**src/rtl/mem_load_pkg.sv**
```systemverilog
// rtl/mem_load_pkg.sv - shared encodings for the data-memory load unit
// Purpose: load op encodings, FSM state encoding, error bit indices and the
//          legal-op decode used by mem_load_unit and load_extract.
// Ports:   none (package).
package mem_load_pkg;

    localparam logic [2:0] LD_LB  = 3'b000;
    localparam logic [2:0] LD_LH  = 3'b001;
    localparam logic [2:0] LD_LW  = 3'b011;
    localparam logic [2:0] LD_LBU = 3'b100;
    localparam logic [2:0] LD_LHU = 3'b101;

    localparam int ERR_ILLEGAL = 0;
    localparam int ERR_TIMEOUT = 1;

    typedef enum logic [1:0] {
        S_IDLE  = 2'd0,
        S_ISSUE = 2'd1,
        S_WAIT  = 2'd2,
        S_RESP  = 2'd3
    } ld_state_e;

    function automatic logic is_legal_op(input logic [2:0] op);
        case (op)
            LD_LB, LD_LH, LD_LW, LD_LBU, LD_LHU: is_legal_op = 1'b1;
            default:                             is_legal_op = 1'b0;
        endcase
    endfunction

endpackage

```
**src/rtl/load_extract.sv**
```systemverilog
// rtl/load_extract.sv - big-endian lane select with sign/zero extension
// Purpose: picks the byte/half lane of a 32-bit memory word (byte 0 = bits 31:24)
//          and extends it according to the load op.
// Ports:   word_i    32-bit memory word
//          op_i      load op encoding
//          addr_lo_i byte address bits [1:0]
//          data_o    extended load result (0 for illegal ops)
module load_extract
    import mem_load_pkg::*;
(
    input  logic [31:0] word_i,
    input  logic [2:0]  op_i,
    input  logic [1:0]  addr_lo_i,
    output logic [31:0] data_o
);

    logic [7:0]  byte_sel;
    logic [15:0] half_sel;

    always_comb begin
        byte_sel = 8'h00;
        case (addr_lo_i)
            2'd0: byte_sel = word_i[31:24];
            2'd1: byte_sel = word_i[23:16];
            2'd2: byte_sel = word_i[15:8];
            2'd3: byte_sel = word_i[7:0];
            default: byte_sel = 8'h00;
        endcase
        // addr[0] plays no part in half selection; misalignment is handled upstream
        half_sel = addr_lo_i[1] ? word_i[15:0] : word_i[31:16];
    end

    always_comb begin
        data_o = 32'h0;
        case (op_i)
            LD_LB:   data_o = {{24{byte_sel[7]}}, byte_sel};
            LD_LBU:  data_o = {24'h0, byte_sel};
            LD_LH:   data_o = {{16{half_sel[15]}}, half_sel};
            LD_LHU:  data_o = {16'h0, half_sel};
            LD_LW:   data_o = word_i;
            default: data_o = 32'h0;
        endcase
    end

endmodule

```
**src/rtl/mem_load_unit.sv**
```systemverilog
// rtl/mem_load_unit.sv - MIPS32 data-memory load unit (LB/LBU/LH/LHU/LW)
// Purpose: accepts one load at a time, issues a word-aligned read, waits for the
//          variable-latency return (with timeout) and returns the extended result.
// Config:  MEM_LOAD_ALIGN_CHECK_EN - when defined, misaligned LH/LHU/LW are rejected
//          as illegal without a memory access.
// Ports:   CLK, reset (async active-low)
//          req_valid/req_ready/req_op/req_addr/req_rd  - load request handshake
//          mem_re/mem_addr/mem_rdata/mem_rvalid         - data memory read port
//          rsp_valid/rsp_data/rsp_rd/error              - result pulse and held fields
module mem_load_unit
    import mem_load_pkg::*;
#(
    parameter int DATA_W  = 32,
    parameter int ADDR_W  = 32,
    parameter int TIMEOUT = 16
) (
    input  logic              CLK,
    input  logic              reset,
    input  logic              req_valid,
    output logic              req_ready,
    input  logic [2:0]        req_op,
    input  logic [ADDR_W-1:0] req_addr,
    input  logic [4:0]        req_rd,
    output logic              mem_re,
    output logic [ADDR_W-1:0] mem_addr,
    input  logic [DATA_W-1:0] mem_rdata,
    input  logic              mem_rvalid,
    output logic              rsp_valid,
    output logic [31:0]       rsp_data,
    output logic [4:0]        rsp_rd,
    output logic [1:0]        error
);

    localparam int TMR_W = (TIMEOUT > 2) ? $clog2(TIMEOUT) : 1;
    localparam logic [TMR_W-1:0] TMR_LAST = TMR_W'(TIMEOUT - 1);

    ld_state_e         state_q,    state_d;
    logic [2:0]        op_q,       op_d;
    logic [1:0]        addr_lo_q,  addr_lo_d;
    logic [4:0]        rd_q,       rd_d;
    logic [ADDR_W-1:0] mem_addr_q, mem_addr_d;
    logic [TMR_W-1:0]  timer_q,    timer_d;
    logic [31:0]       rsp_data_q, rsp_data_d;
    logic [4:0]        rsp_rd_q,   rsp_rd_d;
    logic [1:0]        error_q,    error_d;

    logic [31:0] ext_data;
    logic        req_bad;
    logic        misaligned;

    load_extract u_extract (
        .word_i    (mem_rdata),
        .op_i      (op_q),
        .addr_lo_i (addr_lo_q),
        .data_o    (ext_data)
    );

`ifdef MEM_LOAD_ALIGN_CHECK_EN
    always_comb begin
        misaligned = 1'b0;
        if ((req_op == LD_LH || req_op == LD_LHU) && req_addr[0])
            misaligned = 1'b1;
        if (req_op == LD_LW && req_addr[1:0] != 2'b00)
            misaligned = 1'b1;
    end
`else
    assign misaligned = 1'b0;
`endif

    assign req_bad = !is_legal_op(req_op) || misaligned;

    always_comb begin
        state_d    = state_q;
        op_d       = op_q;
        addr_lo_d  = addr_lo_q;
        rd_d       = rd_q;
        mem_addr_d = mem_addr_q;
        timer_d    = timer_q;
        rsp_data_d = rsp_data_q;
        rsp_rd_d   = rsp_rd_q;
        error_d    = error_q;

        case (state_q)
            S_IDLE: begin
                if (req_valid) begin
                    op_d      = req_op;
                    addr_lo_d = req_addr[1:0];
                    rd_d      = req_rd;
                    timer_d   = '0;
                    if (req_bad) begin
                        // rejected requests answer straight away, memory untouched
                        state_d              = S_RESP;
                        rsp_data_d           = 32'h0;
                        rsp_rd_d             = req_rd;
                        error_d              = 2'b00;
                        error_d[ERR_ILLEGAL] = 1'b1;
                    end else begin
                        state_d    = S_ISSUE;
                        mem_addr_d = {req_addr[ADDR_W-1:2], 2'b00};
                    end
                end
            end
            S_ISSUE: begin
                state_d = S_WAIT;
                timer_d = '0;
            end
            S_WAIT: begin
                // data arriving on the last timer cycle still wins over the timeout
                if (mem_rvalid) begin
                    state_d    = S_RESP;
                    rsp_data_d = ext_data;
                    rsp_rd_d   = rd_q;
                    error_d    = 2'b00;
                end else if (timer_q == TMR_LAST) begin
                    state_d              = S_RESP;
                    rsp_data_d           = 32'h0;
                    rsp_rd_d             = rd_q;
                    error_d              = 2'b00;
                    error_d[ERR_TIMEOUT] = 1'b1;
                end else begin
                    timer_d = timer_q + 1'b1;
                end
            end
            S_RESP: begin
                state_d = S_IDLE;
                timer_d = '0;
            end
            default: state_d = S_IDLE;
        endcase
    end

    always_ff @(posedge CLK or negedge reset) begin
        if (!reset) begin
            state_q    <= S_IDLE;
            op_q       <= 3'b000;
            addr_lo_q  <= 2'b00;
            rd_q       <= 5'd0;
            mem_addr_q <= '0;
            timer_q    <= '0;
            rsp_data_q <= 32'h0;
            rsp_rd_q   <= 5'd0;
            error_q    <= 2'b00;
        end else begin
            state_q    <= state_d;
            op_q       <= op_d;
            addr_lo_q  <= addr_lo_d;
            rd_q       <= rd_d;
            mem_addr_q <= mem_addr_d;
            timer_q    <= timer_d;
            rsp_data_q <= rsp_data_d;
            rsp_rd_q   <= rsp_rd_d;
            error_q    <= error_d;
        end
    end

    assign req_ready = (state_q == S_IDLE);
    assign mem_re    = (state_q == S_ISSUE);
    assign rsp_valid = (state_q == S_RESP);
    assign mem_addr  = mem_addr_q;
    assign rsp_data  = rsp_data_q;
    assign rsp_rd    = rsp_rd_q;
    assign error     = error_q;

endmodule

```
**config.mk**
```make
export PLATFORM = sky130hd
export DESIGN_NAME = mem_load_unit
export DESIGN_NICKNAME = d
export VERILOG_FILES = /design/src/rtl/mem_load_pkg.sv /design/src/rtl/load_extract.sv /design/src/rtl/mem_load_unit.sv
export SDC_FILE = /design/constraint.sdc
export NUM_CORES = 1
export LEC_CHECK = 0
export ABC_AREA = 0
export BUFFER_PORTS_ARGS = -buffer_cell sky130_fd_sc_hd__buf_2
export CELL_PAD_IN_SITES_DETAIL_PLACEMENT = 1
export CELL_PAD_IN_SITES_GLOBAL_PLACEMENT = 1
export CORE_MARGIN = 3
export CORE_UTILIZATION = 38
export CTS_CLUSTER_DIAMETER = 50
export DETAILED_ROUTE_END_ITERATION = 10
export HOLD_SLACK_MARGIN = 0.1
export PLACE_DENSITY = 0.79
export RECOVER_POWER = 100
export SYNTH_ARGS = -nofsm -noshare
export SYNTH_HDL_FRONTEND = slang
export SYNTH_HIERARCHICAL = 1
export SYNTH_SLANG_ARGS = --single-unit
export TNS_END_PERCENT = 5
```
**constraint.sdc**
```tcl
create_clock -name CLK -period 5.7 [get_ports CLK]
set_clock_uncertainty 0.15 [all_clocks]
set_input_delay 0.285 -clock CLK [delete_from_list [all_inputs] [get_ports CLK]]
set_output_delay 0.285 -clock CLK [all_outputs]
set_load 0.03 [all_outputs]
```
## Word level (Yosys, flattened, before mapping)

Cells that the tools add are included.
Widths: inputs -> output; s select.

- Memories: 0
- Latch bits: 0
- Word-level logic and storage cells: 70
- Output and inout bits: 74
- Input port bits: 76
- ROM bits: 0
- Flip-flop bits (word level): 85
- Bits in writable memories: 0

- Reductions and logical operators: 12
- Multipliers: 0
- Multiplexer cells: 28
- Equal/unequal tests: 20
- Bitwise operators: 0
- Magnitude comparators: 0
- Shift operators: 0
- Add/sub/neg operators: 1
- Div/mod/pow operators: 0

Operators by type and width:

| operator | number |
|---|---|
| $pmux 32 s5 | 1 |
| $mux 32 | 4 |
| $pmux 32 s2 | 1 |
| $pmux 8 s4 | 1 |
| $mux 5 | 4 |
| $mux 16 | 1 |
| $mux 2 | 8 |
| $eq 3x3->1 const B | 4 |
| $mux 4 | 3 |
| $pmux 4 s3 | 1 |
| $pmux 5 s2 | 1 |
| $eq 2x2->1 const B | 4 |
| $ne 2x2->1 const B | 4 |
| $pmux 2 s4 | 1 |
| $eq 3x1->1 const B | 2 |
| $eq 3x2->1 const B | 2 |
| $logic_not 3->1 | 2 |
| $reduce_and 3->1 | 2 |
| $reduce_or 5->1 | 1 |
| $add 4x1->4 const B | 1 |
| $eq 2x1->1 const B | 2 |
| $eq 4x4->1 const B | 1 |
| $logic_not 2->1 | 2 |
| $pmux 2 s2 | 1 |
| 6 further kinds | 7 |

## Longest topological paths before layout

Gate-level depths: netlist of the first run.

- Depth in word-level cells: 6
- Depth in mapped cells: 8

## Modules after synthesis

Netlist of the first run, hierarchy kept.

By module, submodules not included:

| module | cells an instance | seq. area each (um2) | instances | area each (um2) |
|---|---|---|---|---|
| mem_load_unit | 245 | 2127.0 | 1 | 3414.5 |
| load_extract | 124 | 0.0 | 1 | 814.5 |

## Least setup slack after synthesis of the first run

OpenSTA, ideal clock, no wires.

- Path type: register to register
- From: reg state_q[0]
- To: reg rsp_data_q[19] (netlist: rsp_data[19])
- Path slack: 3501 ps
- Library setup time: 121 ps
- Stages on the path, launching flop included: 8
- Required time: 5429 ps
- Arrival time: 1928 ps
- Cell sequence: dfrtp_1 > inv_1 > ha_1 > nand2_2 > o32ai_2 > nand2_2 > buf_6 > a22o_1

- Longest elaborated chain between the ends: 3

RTL lines:

| element | RTL line | RTL |
|---|---|---|
| start, declared | mem_load_unit.sv:37 | `ld_state_e state_q, state_d;` |
| start signal, assigned | mem_load_unit.sv:144 | `state_q <= state_d;` |
| $logic_not 2->1 (*) | - |  |
| named net req_ready | mem_load_unit.sv:20 | `output logic req_ready,` |
| $ne 2x2->1 (no source line) or $reduce_bool 2->1 (tied branches) | - |  |
| $reduce_and 4->1 (no source line) | - |  |
| end signal, assigned | mem_load_unit.sv:150 | `rsp_data_q <= rsp_data_d;` |
| end, declared | mem_load_unit.sv:43 | `logic [31:0] rsp_data_q, rsp_data_d;` |

Mark *: on every way through the listed nets, which the timed path passes. The rest lies on a longest branch.
A chain may end at the register's enable or synchronous reset.

## Worst setup path after layout of the first run

- From: reg state_q[0]
- To: reg rsp_data_q[9] (netlist: rsp_data[9])

- Longest elaborated chain between the ends: 3

RTL lines:

| element | RTL line | RTL |
|---|---|---|
| $eq 2x2->1 or $logic_not 2->1 (tied branches) | mem_load_unit.sv:83 | `case (state_q)` |
| $ne 3x3->1 (no source line) (tied with other cells) | - |  |
| $reduce_and 4->1 (no source line) | - |  |

Several ways; a longest one is shown, not always the timed one.

==> results of run 1 <==
[cell usage after synthesis, drive strengths merged]
cell	count
clkinv	1
nor3	2
o2bb2ai	1
nand2	39
inv	6
conb	1
dfrtp	85
a21o	9
a22o	33
mux2i	23
o21ai	17
and3	3
and2	3
o31ai	1
o22ai	1
or2	1
clkbuf	8
or3	1
nand3	1
a311o	1
nand2b	2
nand4	1
ha	6
mux2	40
a32o	7
buf	23
o32ai	1
a21oi	28
a31oi	8
or3b	1
o211ai	1
nor2b	3
and4b	1
nor2	10
[cell families after synthesis]
kind of cell	synth area share
compound gates	0.188
other cells	0.000887
simple gates	0.0772
flops	0.503
mux	0.162
fa+ha+maj	0.0178
buf+inv	0.0509
[sequential cells by signal, indices dropped and copies added (netlist names)]
signal     count
rsp_data      32
mem_addr      30
rd_q           5
rsp_rd         5
timer_q        4
op_q           3
addr_lo_q      2
error          2
state_q        2
[routing by layer]
layer | global-route usage | part of all wire | vias to the layer above
met1 | 0.273 | 0.41 | 1829
met4 | 0.0552 | 0.016 | 0
met5 | 0 | 0 | -
met3 | 0.0603 | 0.063 | 21
met2 | 0.409 | 0.51 | 140
li1 | - | - | 1676
[metrics by stage]
step	setup slack, ns	util
2_1_floorplan	3.50	-
4_1_cts	2.47	0.528
5_1_grt	1.12	0.518
3_3_place_gp	2.70	0.470
3_5_place_dp	2.50	0.470
6_report	1.60	0.518
[power by group]
part	total [mW]	internal, mW	switching (mW)	leakage (nW)
logic	1.61	0.567	1.04	1.32
registers	1.11	0.848	0.258	1.07
clock network	0.462	0.219	0.243	0.104
[worst register-to-register path, cell delays in order (launching register included)]
cell and delay, ns:
dfrtp_1 0.43, inv_1 0.12, ha_1 0.28, nand2_1 0.37
o32ai_1 1.42, nand2_2 0.76, a22o_1 0.44
[how the worst max path moves through the flow]
| stage | startpoint | to | slack, ns | cells after the start |
|---|---|---|---|---|
| 3_5_place_dp | state_q[0]$_DFFE_PN0P_ | rsp_data[11]$_DFFE_PN0P_ | 2.50 | 6 |
| 4_1_cts | state_q[0]$_DFFE_PN0P_ | rsp_data[9]$_DFFE_PN0P_ | 2.47 | 6 |
| 5_1_grt | state_q[0]$_DFFE_PN0P_ | rsp_data[9]$_DFFE_PN0P_ | 1.12 | 6 |
| 3_3_place_gp | state_q[0]$_DFFE_PN0P_ | rsp_data[3]$_DFFE_PN0P_ | 2.70 | 6 |
| 6_report | state_q[0]$_DFFE_PN0P_ | rsp_data[9]$_DFFE_PN0P_ | 1.60 | 6 |
| 2_1_floorplan | state_q[0]$_DFFE_PN0P_ | rsp_data[19]$_DFFE_PN0P_ | 3.50 | 7 |
[area by class of cell]
class | count | area (sq um) | area share
clock buffer | 10 | 138 | 0.0252
clock inverter | 6 | 68.8 | 0.0126
inverter | 7 | 26.3 | 0.00481
multi-input combinational | 247 | 1880 | 0.345
sequential | 85 | 2130 | 0.389
tap | 136 | 170 | 0.0311
timing repair buffer | 188 | 1050 | 0.192
==> results by group, run 1 <==
Status
  – Outcome: finished with violations
  – Failing checks: capacitance limit, slew limit

Placed design
  – Dpl cells: 623
  – GPL Wtd Cong: 0.841
  – HPWL after DPL: 8920 um
  – Area post-placement: 4960 sq um
  – PortBufs: 147

Yosys
  – Area leader, netlist: dfrtp_1
  – Post-synthesis register bit count: 85
  – Sequential area share after synthesis: 0.503
  – Avg Cell Area, Syn: 11.5 sq um
  – Post-synth top area share: 0.503
  – Synth area leaders: dfrtp_1 50%, mux2_2 10%, a22o_1 6.8%
  – Mapped Area: 4230 sq um
  – Synthesized instance count: 369
  – Ys Warns: 6
  – Post-synth cell types: 42

Floorplanning
  – Chip Height: 111 um
  – Die ar.: 12400 sq um
  – Initial Utilization: 0.401
  – Core box area: 10600 sq um
  – Die width: 111 um
  – IO Pins: 150
  – Core Rows: 37

CTS
  – CTS tree: built
  – Post-CTS Hold Fix Bufs: 40
  – Root buffer cell: clkbuf_8
  – Post-cts sizing count: 0
  – CTS sink count: 85
  – Num CTS Buffers: 9
  – Number of setup buffers added after CTS: 0
  – Worst skew pair latency: 0.36 ns
  – Clk slew on worst S/H paths: 0.10 ns
  – Max H-tree Level: 3
  – Clk buf depth: 2

Global route
  – Largest net degree at the start of global routing: 86
  – Grt ovf: 0
  – Initial antenna violation count: 0
  – Global-route wire length before repair: 22500 um
  – GRT Util Overall: 0.228
  – Vias in the first global route: 4090

Min path
  – Hold EP: error[1]$_DFFE_PN0P_
  – Hold path startpoint: mem_rvalid
  – Min-delay worst type: input pin to flip-flop
  – Hold Crit Depth: 3

Timing
  – Fmax: 0.244 GHz
  – WHS: 0.123 ns
  – Clock period minus worst slack: 4.10 ns
  – Sum of negative setup slack: 0 ns
  – Max-Slew Margin vs Limit: -0.428
  – Final hold vios: 0
  – Final Cycle Share: 0.719
  – Slew Limit Fails: 131
  – Setup violations, final: 0
  – Slew @ Worst Pin: 2.14 ns
  – RSZ-0062 raised after global routing: no

Power and ir drop
  – Leakage power: 2.49 nW
  – VDD IR max: 0.239 mV
  – Power Dens Cells: 581 nW/um^2
  – Power, Total: 3.18 mW

Detailed routing
  – Via density: 5.40
  – Antenna viol nets, final: 0
  – First-pass iteration count of the detailed router: 6
  – Initial drt markers: 126
  – Vias: 3666
  – Final WL: 14000 um
  – Number of remaining DRC errors: 0
  – Routed length per instance: 20.7 um

Setup path
  – R2r endpoint: rsp_data[9]$_DFFE_PN0P_
  – CP cell instances: inv_1 -> ha_1 -> nand2_1 -> o32ai_1 -> nand2_2 -> a22o_1
  – CP Data Required Time: 5.79 ns
  – R2r worst-path depth: 6
  – Worst path slowest cell: o32ai_1
  – Crit path max fanout: 32
  – Reg2reg start: state_q[0]$_DFFE_PN0P_
  – R2r setup slk: 1.60 ns
  – Crit start category: flip-flop
  – Crit path capture type: flip-flop
  – WS Path Type: flip-flop to flip-flop
  – Family with the most delay on the worst path: compound AO/OA/AOI/OAI gates
  – Worst path bufs/invs: 1
  – CP max stage delay: 1.42 ns
  – CP Data Arrival Time: 4.19 ns

Finish
  – Nets@finish: 620
  – Final non-filler cell total: 679
  – Antenna cells: 0
  – Most common cell after layout, fill and taps aside: dfrtp_1
  – Most frequent cells in the layout: 85 x dfrtp_1, 74 x buf_2, 73 x clkbuf_1
  – Proportion of layout cells with a drive suffix above 1: 0.250
  – Area Growth Syn to Fin: 29.2%
  – Finished Cell Area: 5460 sq um
  – Filler cells: 1222

Job
  – Number of max-cap violations: 3
No activity file was read; power rests on OpenSTA's default activity.
==> run 2: changes to the inputs <==
Clock period 5.7 ns to 3.8 ns, I/O delays scaled along.
==> results by group, run 2 (synthesis results as in run 1) <==
Timing
  – Slew Limit Fails: 86
  – Max-Slew Margin vs Limit: -0.428
  – Sum of negative setup slack: 0 ns
  – RSZ-0062 raised after global routing: no
  – Setup violations, final: 0
  – Slew @ Worst Pin: 2.14 ns
  – Final hold vios: 0
  – Fmax: 0.339 GHz
  – Final Cycle Share: 0.776
  – Clock period minus worst slack: 2.95 ns

Power and ir drop
  – Seq pwr share: 0.343
  – Clock share of power: 0.146
  – VDD IR max: 0.428 mV
  – Sw frac: 0.482
  – Int Pwr: 2.49 mW
  – Sw power: 2.33 mW
  – Power Dens Cells: 860 nW/um^2
  – Leakage power: 2.56 nW
  – Logic gate share of total power: 0.512

Global route
  – Vias in the first global route: 4363
  – Largest net degree at the start of global routing: 86
  – Grt ovf: 0
  – Global-route wire length before repair: 23400 um
  – Initial antenna violation count: 0
  – GRT Util Overall: 0.236

Status
  – Failing checks: capacitance limit, slew limit
  – Outcome: finished with violations

Floorplanning
  – Core box area: 10600 sq um
  – IO Pins: 150
  – Core Rows: 37
  – Die ar.: 12400 sq um
  – Initial Utilization: 0.401
  – Die width: 111 um
  – Chip Height: 111 um

Setup path
  – Family with the most delay on the worst path: compound AO/OA/AOI/OAI gates
  – CP cell instances: inv_1 -> ha_1 -> nand2_1 -> o32ai_1 -> clkbuf_1 -> a21oi_1 -> a31oi_1
  – Crit path max fanout: 13
  – Worst path bufs/invs: 2
  – CP max stage delay: 0.51 ns
  – Crit path capture type: flip-flop
  – CP Data Required Time: 3.91 ns
  – WS Path Type: flip-flop to flip-flop
  – Crit start category: flip-flop
  – CP Data Arrival Time: 3.06 ns
  – Worst path slowest cell: o32ai_1

Finish
  – Nets@finish: 635
  – Most frequent cells in the layout: 85 x dfrtp_1, 74 x clkbuf_1, 74 x buf_2
  – Util after Layout: 0.531
  – Antenna cells: 0
  – Proportion of layout cells with a drive suffix above 1: 0.260
  – Most common cell after layout, fill and taps aside: dfrtp_1
  – Max reg flops: 32
  – Area Growth Syn to Fin: 32.6%
  – Filler cells: 1213

Detailed routing
  – Antenna viol nets, final: 0
  – Routed length per instance: 21.0 um
  – Vias: 3762
  – First-pass iteration count of the detailed router: 4
  – Initial drt markers: 161
  – Final WL: 14600 um
  – Via density: 5.42
  – Number of remaining DRC errors: 0

CTS
  – CTS sink count: 85
  – Clk buf depth: 2
  – Worst skew pair latency: 0.36 ns
  – Root buffer cell: clkbuf_8
  – CTS tree: built
  – Max H-tree Level: 3
  – Clk slew on worst S/H paths: 0.09 ns
  – Num CTS Buffers: 9

Placed design
  – HPWL after DPL: 9130 um
  – PortBufs: 147
  – GPL Wtd Cong: 0.830

Job
  – Number of max-cap violations: 1

Min path
  – Min-delay worst type: input pin to flip-flop
## run 2: metrics by stage
step / setup slack, ns / total power [mW] / instances / hold slack, ns / area, sq um
after CTS: 1.02 / 4.87 / 694 / 0.107 / 5720
after detailed placement: 1.03 / 4.12 / 626 / 0.277 / 4980
after global routing: 0.625 / 5.11 / 694 / 0.133 / 5610
after floorplan: 1.60 / 3.48 / 370 / -0.256 / 4230
final: 0.850 / 4.82 / 694 / 0.125 / 5610
after global placement: 1.11 / 3.99 / 626 / 0.271 / 4980
## run 2: worst reg2reg max path: stages (launching register included)
cell	delay, ns
dfrtp_1	0.44
inv_1	0.14
ha_1	0.29
nand2_1	0.40
o32ai_1	0.51
clkbuf_1	0.51
a21oi_1	0.16
a31oi_1	0.26
## run 2: what timing repair did
item / in CTS / in global routing
buffers inserted: 0 / 0
gates resized for setup: 0 / 0
hold endpoints to repair: 143 / 0
hold buffers: 52 / 0
## run 2: power groups by stage
stage               clock (mW)  sequential (mW)  combinational, mW
floorplan                    0             2.05               1.42
global placement             0             1.60               2.39
detailed placement           0             1.64               2.49
CTS                      0.710             1.62               2.54
global route             0.750             1.71               2.65
finish                   0.702             1.65               2.47
## run 2: worst paths after layout
path | start | cells after the start | end | slack, ns
worst max-delay path | state_q[1]$_DFFE_PN0P_ | 7 | rsp_rd[0]$_DFFE_PN0P_ | 0.85
worst min-delay path | mem_rdata[18] | 4 | rsp_data[18]$_DFFE_PN0P_ | 0.12
worst max register to register | state_q[1]$_DFFE_PN0P_ | 7 | rsp_rd[0]$_DFFE_PN0P_ | 0.85
worst min register to register | rsp_data[18]$_DFFE_PN0P_ | 1 | rsp_data[18]$_DFFE_PN0P_ | 0.36
max in group asynchronous | reset | 2 | mem_addr[23]$_DFFE_PN0P_ | 1.39
min in group asynchronous | reset | 2 | rsp_data[20]$_DFFE_PN0P_ | 0.78
## run 2: cell type report
class	count	area [sq um]	share of cell area
clock buffer	12	155	0.0277
clock inverter	4	56.3	0.0100
inverter	7	26.3	0.00469
multi-input combinational	247	1880	0.336
sequential	85	2130	0.379
tap	136	170	0.0303
timing repair buffer	203	1190	0.212
## run 2: per-layer routing
metal | global-route usage | vias to the layer above | part of all wire
met5 | 0 | - | 0
li1 | - | 1704 | -
met2 | 0.431 | 149 | 0.52
met1 | 0.269 | 1882 | 0.40
met4 | 0.0754 | 0 | 0.021
met3 | 0.0620 | 27 | 0.061
==> run 3: changes to the inputs <==
Settings changed: ABC_AREA 0 to 1, CORE_UTILIZATION 38 to 32, PLACE_DENSITY 0.79 to 0.75.
Clock period 3.8 ns to 2.4 ns, I/O delays scaled along.
==> results by group, run 3 <==
Power and ir drop
  – Leakage power: 3.53 nW
  – VDD IR max: 0.890 mV
  – Power Dens Cells: 1290 nW/um^2

Floorplanning
  – Die ar.: 16700 sq um
  – Chip Height: 129 um
  – IO Pins: 150
  – Core Rows: 44
  – Core box area: 14700 sq um
  – Die width: 129 um
  – Initial Utilization: 0.331

CTS
  – Num CTS Buffers: 9
  – Worst skew pair latency: 0.35 ns
  – Number of setup buffers added after CTS: 0
  – Root buffer cell: clkbuf_16
  – Clk buf depth: 2
  – Max H-tree Level: 3
  – Clk slew on worst S/H paths: 0.07 ns
  – CTS tree: built
  – CTS sink count: 85
  – Post-cts sizing count: 0
  – Post-CTS Hold Fix Bufs: 47

Finish
  – Area Growth Syn to Fin: 32.4%
  – Proportion of layout cells with a drive suffix above 1: 0.134
  – Max reg flops: 32
  – Nets@finish: 987
  – Finished Cell Area: 6430 sq um
  – Final non-filler cell total: 1094
  – Most common cell after layout, fill and taps aside: nand2_1
  – Util after Layout: 0.438
  – Antenna cells: 0
  – Most frequent cells in the layout: 265 x nand2_1, 99 x nand3_1, 85 x dfrtp_1

Yosys
  – Most frequent cell after synthesis: nand2_1
  – Simple-Gate Fraction of Synth Area: 0.398
  – Ys Warns: 6
  – Avg Cell Area, Syn: 6.76 sq um
  – Post-synth EDFFs: 0
  – Most frequent cells after synthesis: 265 x nand2_1, 99 x nand3_1, 85 x dfrtp_1
  – Compound-cell area share of the yosys netlist: 0.0368
  – Largest family of logic cells by synthesized area: simple AND/OR/NAND/NOR gates
  – Sequential area share after synthesis: 0.438
  – Area share of fa/ha/maj cells after synthesis: 0.0155
  – Post-synth top area share: 0.438
  – Mux cell area share after synthesis: 0
  – Synthesized instance count: 719
  – Area leader, netlist: dfrtp_1
  – Post-synthesis register bit count: 85
  – Post-synth ARST share: 1.00
  – Synth Area in XOR/XNOR: 0
  – Synth area leaders: dfrtp_1 44%, nand2_1 20%, nand3_1 10%
  – Top_reg_cell synth: dfrtp_1
  – Post-synth cell types: 26
  – Mapped Area: 4860 sq um

Min path
  – Min-delay worst type: input pin to flip-flop
  – Hold Crit Depth: 7

Timing
  – Slew Limit Fails: 0
  – Final Cycle Share: 0.871
  – RSZ-0062 raised after global routing: no
  – Sum of negative setup slack: 0 ns
  – Slew @ Worst Pin: 1.02 ns
  – Clock period minus worst slack: 2.09 ns
  – Final hold vios: 0
  – Max-Slew Margin vs Limit: 0.320
  – Fmax: 0.478 GHz
  – Setup violations, final: 0

Placed design
  – Dpl cells: 1031
  – GPL Wtd Cong: 0.883
  – Area post-placement: 5790 sq um
  – HPWL after DPL: 11700 um
  – PortBufs: 147

Global route
  – Vias in the first global route: 5278
  – GRT Util Overall: 0.205
  – Global-route wire length before repair: 27200 um
  – Largest net degree at the start of global routing: 41
  – Initial antenna violation count: 0
  – Grt ovf: 0

Detailed routing
  – Routed length per instance: 15.4 um
  – Via density: 4.75
  – Vias: 5197
  – First-pass iteration count of the detailed router: 4
  – Number of remaining DRC errors: 0
  – Initial drt markers: 254
  – Final WL: 16900 um
  – Antenna viol nets, final: 0

Setup path
  – Reg2reg start: state_q[0]$_DFFE_PN0P_
  – CP Data Arrival Time: 2.17 ns
  – Crit start category: flip-flop
  – R2r setup slk: 0.31 ns
  – Critical Path Source: state_q[0]$_DFFE_PN0P_
  – CP endpoint: addr_lo_q[1]$_DFFE_PN0P_
  – R2r endpoint: addr_lo_q[1]$_DFFE_PN0P_
  – Crit path max fanout: 6
  – Crit path capture type: flip-flop
  – R2r worst-path depth: 7
  – WS Path Type: flip-flop to flip-flop
  – CP Data Required Time: 2.48 ns

Status
  – Outcome: finished, final reports clean

Job
  – Number of max-cap violations: 0
==> run 3: changes by cell type after synthesis, sizes merged, moves of 8 or more <==
cell   before  now
a21o        9    0
a21oi      28    2
a22o       33    0
a31oi       8    0
buf        23   32
inv         6   85
mux2       40    0
mux2i      23    0
nand2      39  265
nand3       1  101
nand4       1   11
nor2       10   86
o21ai      17   30
==> run 3: logic make-up (layout without fill, tap and decap cells) <==
kind of cell	Yosys count	after routing
AO/OA/AOI/OAI	34	34
adder cells (fa/ha/maj)	6	6
buffers and inverters	128	318
flip-flops	85	85
other	1	2
AND/OR/NAND/NOR	465	465
==> run 3: per-layer routing <==
| metal | wire length (um) | track usage | vias to the layer above |
|---|---|---|---|
| li1 | - | - | 2576 |
| met1 | 7200 | 0.258 | 2481 |
| met2 | 8450 | 0.346 | 107 |
| met3 | 715 | 0.0474 | 33 |
| met4 | 502 | 0.0741 | 0 |
| met5 | 0 | 0 | - |
==> run 3: final cells by class <==
| type | instances | area [sq um] |
|---|---|---|
| Tap cell | 184 | 230 |
| Inverter | 86 | 323 |
| Fill cell | 1958 | 8260 |
| Sequential cell | 85 | 2130 |
| Clock inverter | 5 | 35.0 |
| Timing Repair Buffer | 216 | 1290 |
| Multi-Input combinational cell | 507 | 2190 |
| Clock buffer | 11 | 243 |
==> run 3: where the power goes <==
| part | total, mW | switching (mW) | internal (mW) |
|---|---|---|---|
| sequential | 2.42 | 0.403 | 2.02 |
| clock | 1.33 | 0.595 | 0.732 |
| combinational | 4.57 | 3.34 | 1.23 |
==> run 3: critical path, stage by stage (launching register included) <==
cell and delay (ns):
dfrtp_1 0.41, inv_1 0.10, ha_1 0.25, nand2_1 0.09
clkinv_1 0.19, nand2_1 0.14, dlygate4sd3_1 0.58, nand2_1 0.06
==> run 3: how the worst min path moves through the flow <==
stage	from	to	slack (ns)
after floorplan	reset	addr_lo_q[0]$_DFFE_PN0P_	-0.33
after global placement	reset	mem_addr[10]$_DFFE_PN0P_	-0.06
after detailed placement	reset	mem_addr[10]$_DFFE_PN0P_	-0.06
after CTS	reset	rsp_data[26]$_DFFE_PN0P_	0.11
after global routing	mem_rdata[4]	rsp_data[4]$_DFFE_PN0P_	0.20
final	mem_rdata[1]	rsp_data[1]$_DFFE_PN0P_	0.16
==> run 3: metrics by stage <==
stage	power, mW	hold slack (ns)	worst slack [ns]
2_1_floorplan	5.68	-0.326	0.485
3_3_place_gp	6.97	-0.0619	0.438
3_5_place_dp	7.07	-0.0584	0.372
4_1_cts	8.52	0.108	0.337
5_1_grt	9.08	0.205	0.107
6_report	8.33	0.157	0.309
